$ cat config.mk
export PLATFORM = sky130hd
export DESIGN_NAME = pool_mem_port_sched
export DESIGN_NICKNAME = d
export VERILOG_FILES = /design/src/rtl/pool_mem_port_sched.sv
export SDC_FILE = /design/constraint.sdc
export NUM_CORES = 1
export LEC_CHECK = 0
export ABC_CLOCK_PERIOD_IN_PS = 1800
export BUFFER_PORTS_ARGS = -buffer_cell sky130_fd_sc_hd__buf_2
export CORE_MARGIN = 5
export CORE_UTILIZATION = 42
export DETAILED_ROUTE_END_ITERATION = 10
export PLACE_DENSITY = 0.8
export SLEW_MARGIN = 20
export SYNTH_ARGS = -nofsm -noshare
export SYNTH_HDL_FRONTEND = slang
export SYNTH_SLANG_ARGS = --single-unit
$ cat constraint.sdc
create_clock -name i_clock -period 1.8 [get_ports i_clock]
set_input_delay 0.27 -clock i_clock [delete_from_list [all_inputs] [get_ports i_clock]]
set_output_delay 0.27 -clock i_clock [all_outputs]
set_load 0.02 [all_outputs]
$ cat src/rtl/pool_mem_port_sched.sv
// -----------------------------------------------------------------------------
// pool_mem_port_sched
//
// Time-shares the two ports of the layer-2 pool memory between the layer's own
// pool units (writer) and the next layer's feature fetch (reader). Ownership is
// sequenced once per frame:
//   IDLE -> WRITE (start) -> DRAIN (wr_done) -> READY (after DRAIN_CYCLES)
//        -> READ (rd_req) -> IDLE (rd_release)
// The memory-side port mux is registered (one cycle of latency). An enable
// raised by a requester that does not currently own the memory is blocked and
// latches the sticky err_collide flag.
//
// Optional feature, macro POOL_ARB_TIMEOUT_EN:
//   defined   - watchdog forces READ back to IDLE after TIMEOUT_CYCLES cycles
//               without rd_release and latches err_timeout
//   undefined - READ is held indefinitely and o_err_timeout is tied 0
//
// Parameters:
//   POOL_ADDR_WIDTH  pool memory address width
//   DRAIN_CYCLES     settle cycles between wr_done and READY (>= 1)
//   FRAME_CNT_WIDTH  width of the completed-frame counter
//   TIMEOUT_CYCLES   read-ownership watchdog limit (macro build only)
//
// Ports:
//   i_clock                  system clock
//   i_reset                  synchronous, active-high reset
//   i_start                  begin a new frame (writer ownership)
//   o_wr_enable              writer owns the memory
//   i_wr_addr_a/b            writer addresses
//   i_wr_rden_a/b            writer read enables
//   i_wr_wren_a/b            writer write enables
//   i_wr_done                writer finished the frame
//   i_rd_req                 reader requests ownership
//   o_rd_grant               reader owns the memory
//   i_rd_addr_a/b            reader addresses
//   i_rd_rden_a/b            reader read enables
//   i_rd_release             reader finished the frame
//   o_mem_addr_a/b           pool memory address ports
//   o_mem_rden_a/b           pool memory read enables
//   o_mem_wren_a/b           pool memory write enables
//   o_frame_cnt              frames fully released since reset (wraps)
//   o_err_collide            sticky: enable raised by a non-owner
//   o_err_timeout            sticky: watchdog forced a release
// -----------------------------------------------------------------------------
module pool_mem_port_sched #(
  parameter int unsigned POOL_ADDR_WIDTH = 10,
  parameter int unsigned DRAIN_CYCLES    = 3,
  parameter int unsigned FRAME_CNT_WIDTH = 8,
  parameter int unsigned TIMEOUT_CYCLES  = 4096
) (
  input  logic                       i_clock,
  input  logic                       i_reset,
  input  logic                       i_start,
  output logic                       o_wr_enable,
  input  logic [POOL_ADDR_WIDTH-1:0] i_wr_addr_a,
  input  logic [POOL_ADDR_WIDTH-1:0] i_wr_addr_b,
  input  logic                       i_wr_rden_a,
  input  logic                       i_wr_rden_b,
  input  logic                       i_wr_wren_a,
  input  logic                       i_wr_wren_b,
  input  logic                       i_wr_done,
  input  logic                       i_rd_req,
  output logic                       o_rd_grant,
  input  logic [POOL_ADDR_WIDTH-1:0] i_rd_addr_a,
  input  logic [POOL_ADDR_WIDTH-1:0] i_rd_addr_b,
  input  logic                       i_rd_rden_a,
  input  logic                       i_rd_rden_b,
  input  logic                       i_rd_release,
  output logic [POOL_ADDR_WIDTH-1:0] o_mem_addr_a,
  output logic [POOL_ADDR_WIDTH-1:0] o_mem_addr_b,
  output logic                       o_mem_rden_a,
  output logic                       o_mem_rden_b,
  output logic                       o_mem_wren_a,
  output logic                       o_mem_wren_b,
  output logic [FRAME_CNT_WIDTH-1:0] o_frame_cnt,
  output logic                       o_err_collide,
  output logic                       o_err_timeout
);

  // Elaboration-time parameter sanity check.
  if (DRAIN_CYCLES == 0 || TIMEOUT_CYCLES == 0) begin : g_bad_param
    $error("pool_mem_port_sched: DRAIN_CYCLES and TIMEOUT_CYCLES must be >= 1");
  end

  typedef enum logic [2:0] {
    S_IDLE  = 3'd0,
    S_WRITE = 3'd1,
    S_DRAIN = 3'd2,
    S_READY = 3'd3,
    S_READ  = 3'd4
  } state_t;

  // The drain counter only ever holds 0 .. DRAIN_CYCLES-1.
  localparam int unsigned DRAIN_W = (DRAIN_CYCLES > 1) ? $clog2(DRAIN_CYCLES) : 1;
  localparam logic [DRAIN_W-1:0] DRAIN_LAST = DRAIN_W'(DRAIN_CYCLES - 1);

  state_t                     r_state;
  state_t                     w_next_state;
  logic [DRAIN_W-1:0]         r_drain_cnt;
  logic                       w_drain_last;
  logic                       w_timeout_hit;

  // Registered outputs and their next values.
  logic                       r_wr_enable,  w_wr_enable_d;
  logic                       r_rd_grant,   w_rd_grant_d;
  logic [POOL_ADDR_WIDTH-1:0] r_mem_addr_a, w_mem_addr_a_d;
  logic [POOL_ADDR_WIDTH-1:0] r_mem_addr_b, w_mem_addr_b_d;
  logic                       r_mem_rden_a, w_mem_rden_a_d;
  logic                       r_mem_rden_b, w_mem_rden_b_d;
  logic                       r_mem_wren_a, w_mem_wren_a_d;
  logic                       r_mem_wren_b, w_mem_wren_b_d;
  logic [FRAME_CNT_WIDTH-1:0] r_frame_cnt;
  logic                       r_err_collide;
  logic                       w_collide;
  logic                       w_frame_inc;

  assign w_drain_last = (r_drain_cnt == DRAIN_LAST);

  // ---------------------------------------------------------------------------
  // Read-ownership watchdog
  // ---------------------------------------------------------------------------
`ifdef POOL_ARB_TIMEOUT_EN
  localparam int unsigned WDOG_W = (TIMEOUT_CYCLES > 1) ? $clog2(TIMEOUT_CYCLES) : 1;
  localparam logic [WDOG_W-1:0] WDOG_LAST = WDOG_W'(TIMEOUT_CYCLES - 1);

  logic [WDOG_W-1:0] r_wdog;
  logic              r_err_timeout;

  // Fires on the last permitted READ cycle; a release in that same cycle is a
  // normal release, not a timeout.
  assign w_timeout_hit = (r_state == S_READ) && !i_rd_release && (r_wdog == WDOG_LAST);

  always_ff @(posedge i_clock) begin
    if (i_reset) begin
      r_wdog        <= '0;
      r_err_timeout <= 1'b0;
    end else begin
      // Counts only while READ is kept; any exit clears it.
      if (r_state == S_READ && w_next_state == S_READ) begin
        r_wdog <= r_wdog + 1'b1;
      end else begin
        r_wdog <= '0;
      end
      r_err_timeout <= r_err_timeout | w_timeout_hit;
    end
  end

  assign o_err_timeout = r_err_timeout;
`else
  assign w_timeout_hit = 1'b0;
  assign o_err_timeout = 1'b0;
`endif

  // ---------------------------------------------------------------------------
  // FSM process 1: state register (plus the drain counter it depends on)
  // ---------------------------------------------------------------------------
  // NOTE: sequential state uses non-blocking (<=) so every flop samples the
  // pre-edge values of its neighbours, exactly like the hardware does.
  always_ff @(posedge i_clock) begin
    if (i_reset) begin
      r_state     <= S_IDLE;
      r_drain_cnt <= '0;
    end else begin
      r_state <= w_next_state;
      if (r_state == S_DRAIN && !w_drain_last) begin
        r_drain_cnt <= r_drain_cnt + 1'b1;
      end else begin
        r_drain_cnt <= '0;
      end
    end
  end

  // ---------------------------------------------------------------------------
  // FSM process 2: next-state logic
  // ---------------------------------------------------------------------------
  // Events not listed for a state (start outside IDLE, wr_done outside WRITE,
  // rd_release outside READ) simply fall through and are dropped.
  always_comb begin
    // NOTE: the default assignment ahead of the case keeps every path driven,
    // so no latch is inferred for w_next_state.
    w_next_state = r_state;
    case (r_state)
      S_IDLE:  if (i_start)      w_next_state = S_WRITE;
      S_WRITE: if (i_wr_done)    w_next_state = S_DRAIN;
      S_DRAIN: if (w_drain_last) w_next_state = S_READY;
      S_READY: if (i_rd_req)     w_next_state = S_READ;
      S_READ:  if (i_rd_release || w_timeout_hit) w_next_state = S_IDLE;
      default: w_next_state = S_IDLE;
    endcase
  end

  // ---------------------------------------------------------------------------
  // FSM process 3: output decode (next values of the registered outputs)
  // ---------------------------------------------------------------------------
  // Ownership flags decode the next state so they become visible on the same
  // edge that enters the state. The memory mux follows the current state, so
  // mem_* trail the requester's signals by exactly one cycle; only the owner's
  // enables are ever forwarded.
  always_comb begin
    w_wr_enable_d  = (w_next_state == S_WRITE);
    w_rd_grant_d   = (w_next_state == S_READ);
    w_mem_addr_a_d = '0;
    w_mem_addr_b_d = '0;
    w_mem_rden_a_d = 1'b0;
    w_mem_rden_b_d = 1'b0;
    w_mem_wren_a_d = 1'b0;
    w_mem_wren_b_d = 1'b0;
    case (r_state)
      S_WRITE: begin
        w_mem_addr_a_d = i_wr_addr_a;
        w_mem_addr_b_d = i_wr_addr_b;
        w_mem_rden_a_d = i_wr_rden_a;
        w_mem_rden_b_d = i_wr_rden_b;
        w_mem_wren_a_d = i_wr_wren_a;
        w_mem_wren_b_d = i_wr_wren_b;
      end
      S_READ: begin
        w_mem_addr_a_d = i_rd_addr_a;
        w_mem_addr_b_d = i_rd_addr_b;
        w_mem_rden_a_d = i_rd_rden_a;
        w_mem_rden_b_d = i_rd_rden_b;
      end
      default: ;
    endcase
  end

  assign w_collide =
      ((r_state != S_WRITE) && (i_wr_wren_a || i_wr_wren_b || i_wr_rden_a || i_wr_rden_b)) ||
      ((r_state != S_READ)  && (i_rd_rden_a || i_rd_rden_b));

  // A frame counts as completed only on a real release, never on a timeout.
  assign w_frame_inc = (r_state == S_READ) && i_rd_release;

  // ---------------------------------------------------------------------------
  // Output registers
  // ---------------------------------------------------------------------------
  always_ff @(posedge i_clock) begin
    if (i_reset) begin
      r_wr_enable   <= 1'b0;
      r_rd_grant    <= 1'b0;
      r_mem_addr_a  <= '0;
      r_mem_addr_b  <= '0;
      r_mem_rden_a  <= 1'b0;
      r_mem_rden_b  <= 1'b0;
      r_mem_wren_a  <= 1'b0;
      r_mem_wren_b  <= 1'b0;
      r_frame_cnt   <= '0;
      r_err_collide <= 1'b0;
    end else begin
      r_wr_enable   <= w_wr_enable_d;
      r_rd_grant    <= w_rd_grant_d;
      r_mem_addr_a  <= w_mem_addr_a_d;
      r_mem_addr_b  <= w_mem_addr_b_d;
      r_mem_rden_a  <= w_mem_rden_a_d;
      r_mem_rden_b  <= w_mem_rden_b_d;
      r_mem_wren_a  <= w_mem_wren_a_d;
      r_mem_wren_b  <= w_mem_wren_b_d;
      r_err_collide <= r_err_collide | w_collide;
      if (w_frame_inc) begin
        r_frame_cnt <= r_frame_cnt + 1'b1;
      end
    end
  end

  assign o_wr_enable   = r_wr_enable;
  assign o_rd_grant    = r_rd_grant;
  assign o_mem_addr_a  = r_mem_addr_a;
  assign o_mem_addr_b  = r_mem_addr_b;
  assign o_mem_rden_a  = r_mem_rden_a;
  assign o_mem_rden_b  = r_mem_rden_b;
  assign o_mem_wren_a  = r_mem_wren_a;
  assign o_mem_wren_b  = r_mem_wren_b;
  assign o_frame_cnt   = r_frame_cnt;
  assign o_err_collide = r_err_collide;

endmodule

==> summary.txt <==
Run status
  – Outcome: finished, final reports clean

Power and ir drop
  – P_int: 0.00120 W
  – PD cells: about 810 mW/mm^2
  – Clk network pwr share: between 20% and 30%
  – Max IR drop VDD: 390 uV
  – Logic pwr share: around an eighth
  – Register share of total power: 58.4%
  – Sw Share: 25.3%
  – Final Total Pwr: around 0.0016 W
  – Switch Pwr: between 0.0004 and 0.0005 W
  – Leakage: 0.967 nW

STA
  – Minimum clock period: about 1500 ps
  – Endpoints failing hold: 0
  – Setup Skew: 6.21 ps
  – Setup_tns: 0 ps
  – Setup Viol. Count Final: 0
  – Max-slew violations: 0
  – Fmax: 655 MHz
  – Period utilization: 84.9%
  – Unrepaired setup endpoints after global routing: false

Clock tree
  – Post-CTS Repair Setup Buffers: 0
  – Post-CTS Resized: 0
  – H-tree levels: 2
  – Clock tree from TritonCTS: built
  – Worst-Skew Late Latency: 340 ps
  – CTS buffer count: 5
  – Hold Buf Count CTS: 0
  – Clk sinks: 40
  – Max Root-Sink Buffers: 2
  – CTS clk-pin slew, worst paths: 120 ps
  – Clock Tree Root: clkbuf_4

Yosys
  – Avg Inst Size Synth: 10.9 sq um
  – Top cells by area, synth: dfxtp_1 (55%), a22o_1 (13%), a21oi_1 (2.4%)
  – Share of the synthesized area in the top cell type: between 50% and 60%
  – Ys Warns: 0
  – Mapped Area: ~0.0015 sq mm
  – Synth unique cells: 36
  – Synth Instances: 135
  – Largest area contributor in the netlist: dfxtp_1
  – Syn_nets: 189
  – Seq/Total Area, Yosys: a little over half
  – Seq cells post-synth: 40

Floorplan
  – Ports: between 80 and 90
  – Core Area: 0.00336 sq mm
  – Die H: 69.1 um
  – Initial Util: 43.7%
  – Row count: 21
  – Die width: a little under 70 um
  – Die area: between 0.004 and 0.005 sq mm

Placed design
  – Port Buffers: 86
  – HPWL after DPL: roughly 2.9 mm
  – Routability-driven placement congestion ratio: 0.823

Critical path
  – Crit-path max FO: 4
  – Type of the worst setup path: flop to flop
  – WP data arrival: approximately 1800 ps
  – CP startpoint kind: flop
  – Req. time, crit path: approximately 2100 ps
  – Worst setup EP type: flop

Global routing
  – Initial antenna violation count: 0
  – GRT Total Usage: 16.1%
  – Total congestion overflow: 0
  – First-pass GRT wire length: around 6.3 mm
  – Vias in the first global route: roughly 1300
  – Pin count of the biggest net entering global routing: 25

Detailed routing
  – Routed via count: about 1300
  – Pre-antenna DRT Iters: 4
  – WL/cell: 13.9 um
  – Vias per cell: 5.03
  – ANT nets after route: 0
  – DR iter-0 viols: slightly below 90
  – Drt drc: 0
  – Detailed Route WL: about 3.7 mm

Min path
  – Min-delay worst type: input port to flop

Cells and area
  – Final #Nets: 275
  – Fraction of layout cells with a size suffix above 1: 45.9%
  – Area Overhead vs Synth: 35.2%
  – Diode count: 0

Flow run
  – Max_cap viols: 0
[placed cells by master (no fill, tap or decap), types with 3 or more instances in the layout]
cell,instances
a21oi_1,7
a22o_1,22
buf_2,86
clkbuf_4,5
dfxtp_1,40
inv_1,4
nand2_1,3
nand3_1,3
nor2_1,6
o21ai_0,4
o31ai_1,3
or3_1,3
or4_1,4
[layer usage]
layer | routed length, um | up-vias | global-route usage, %
met5 | 0 | - | 0
met4 | 43 | 0 | 6.51
met3 | 392 | 3 | 6.10
met2 | 1660 | 68 | 23.7
met1 | 1630 | 611 | 21.0
li1 | - | 667 | -
[critical path, stage by stage, from the launching register on]
cell and delay (ps):
dfxtp_1 400, ha_1 190, nand4_1 140, nor4b_1 330
mux2_2 370
[power groups by stage]
| stage | registers (W) | logic (W) | clock network (W) |
|---|---|---|---|
| 5_1_grt | 0.000940 | 0.000215 | 0.000541 |
| 3_5_place_dp | 0.000955 | 0.000197 | 0 |
| 3_3_place_gp | 0.000954 | 0.000194 | 0 |
| 2_1_floorplan | 0.000983 | 0.0000773 | 0 |
| 6_report | 0.000935 | 0.000195 | 0.000470 |
| 4_1_cts | 0.000935 | 0.000197 | 0.000496 |
[cell usage after synthesis (all sizes together)]
cell type,number
dfxtp,40
a22o,22
buf,8
nor2,8
a21oi,7
inv,4
o21ai,4
or4,4
nand2,3
nand3,3
o31ai,3
or3,3
and2,2
clkbuf,2
ha,2
nand4,2
nor3,2
or2,2
a2111oi,1
a211o,1
a31oi,1
conb,1
mux2,1
mux2i,1
nand2b,1
nand4bb,1
nor2b,1
nor4b,1
o211ai,1
o32a,1
or3b,1
xor2,1
[logic make-up after synthesis]
group           Yosys count  synth area share (%)
compound gates           41                  21.2
flops                    40                  54.5
simple gates             34                  14.7
buf+inv                  14                  5.62
fa+ha+maj                 2                  1.70
mux                       2                  1.45
other cells               1                 0.255
xor+xnor                  1                 0.596
[registers in the layout (all words and copies together), names as in the netlist, 2 cells and up]
signal,flops
o_mem_addr_b,10
o_frame_cnt,8
r_drain_cnt,2
r_state,3
o_mem_addr_a,10
[layout make-up]
| class | count | area, sq um |
|---|---|---|
| Sequential cell | 40 | 801 |
| Clock inverter | 2 | 10.0 |
| Fill cell | 316 | 1380 |
| Clock buffer | 6 | 51.3 |
| Multi-Input combinational cell | 81 | 586 |
| Timing Repair Buffer | 89 | 465 |
| Tap cell | 46 | 57.6 |
| Inverter | 4 | 15.0 |
[per-stage QoR]
step	instances	instance area [sq um]	worst slack, ps	hold slack (ps)	util, %
after global routing	268	1990	186	108	59.0
after global placement	260	1920	334	408	57.2
after CTS	268	1990	275	104	59.0
after detailed placement	260	1920	309	423	57.2
after floorplan	135	1470	251	384	-
final	268	1990	273	132	59.0
[final timing paths]
kind / from / end / slack (ps) / depth (start not counted)
min: i_wr_addr_a[7] / o_mem_addr_a[7] / 130 / 2
min reg2reg: r_drain_cnt[0] / r_drain_cnt[0] / 430 / 1
max reg2reg: o_frame_cnt[0] / o_frame_cnt[4] / 270 / 4
max: o_frame_cnt[0] / o_frame_cnt[4] / 270 / 4
Note: power is estimated with default switching activity, not from simulation.
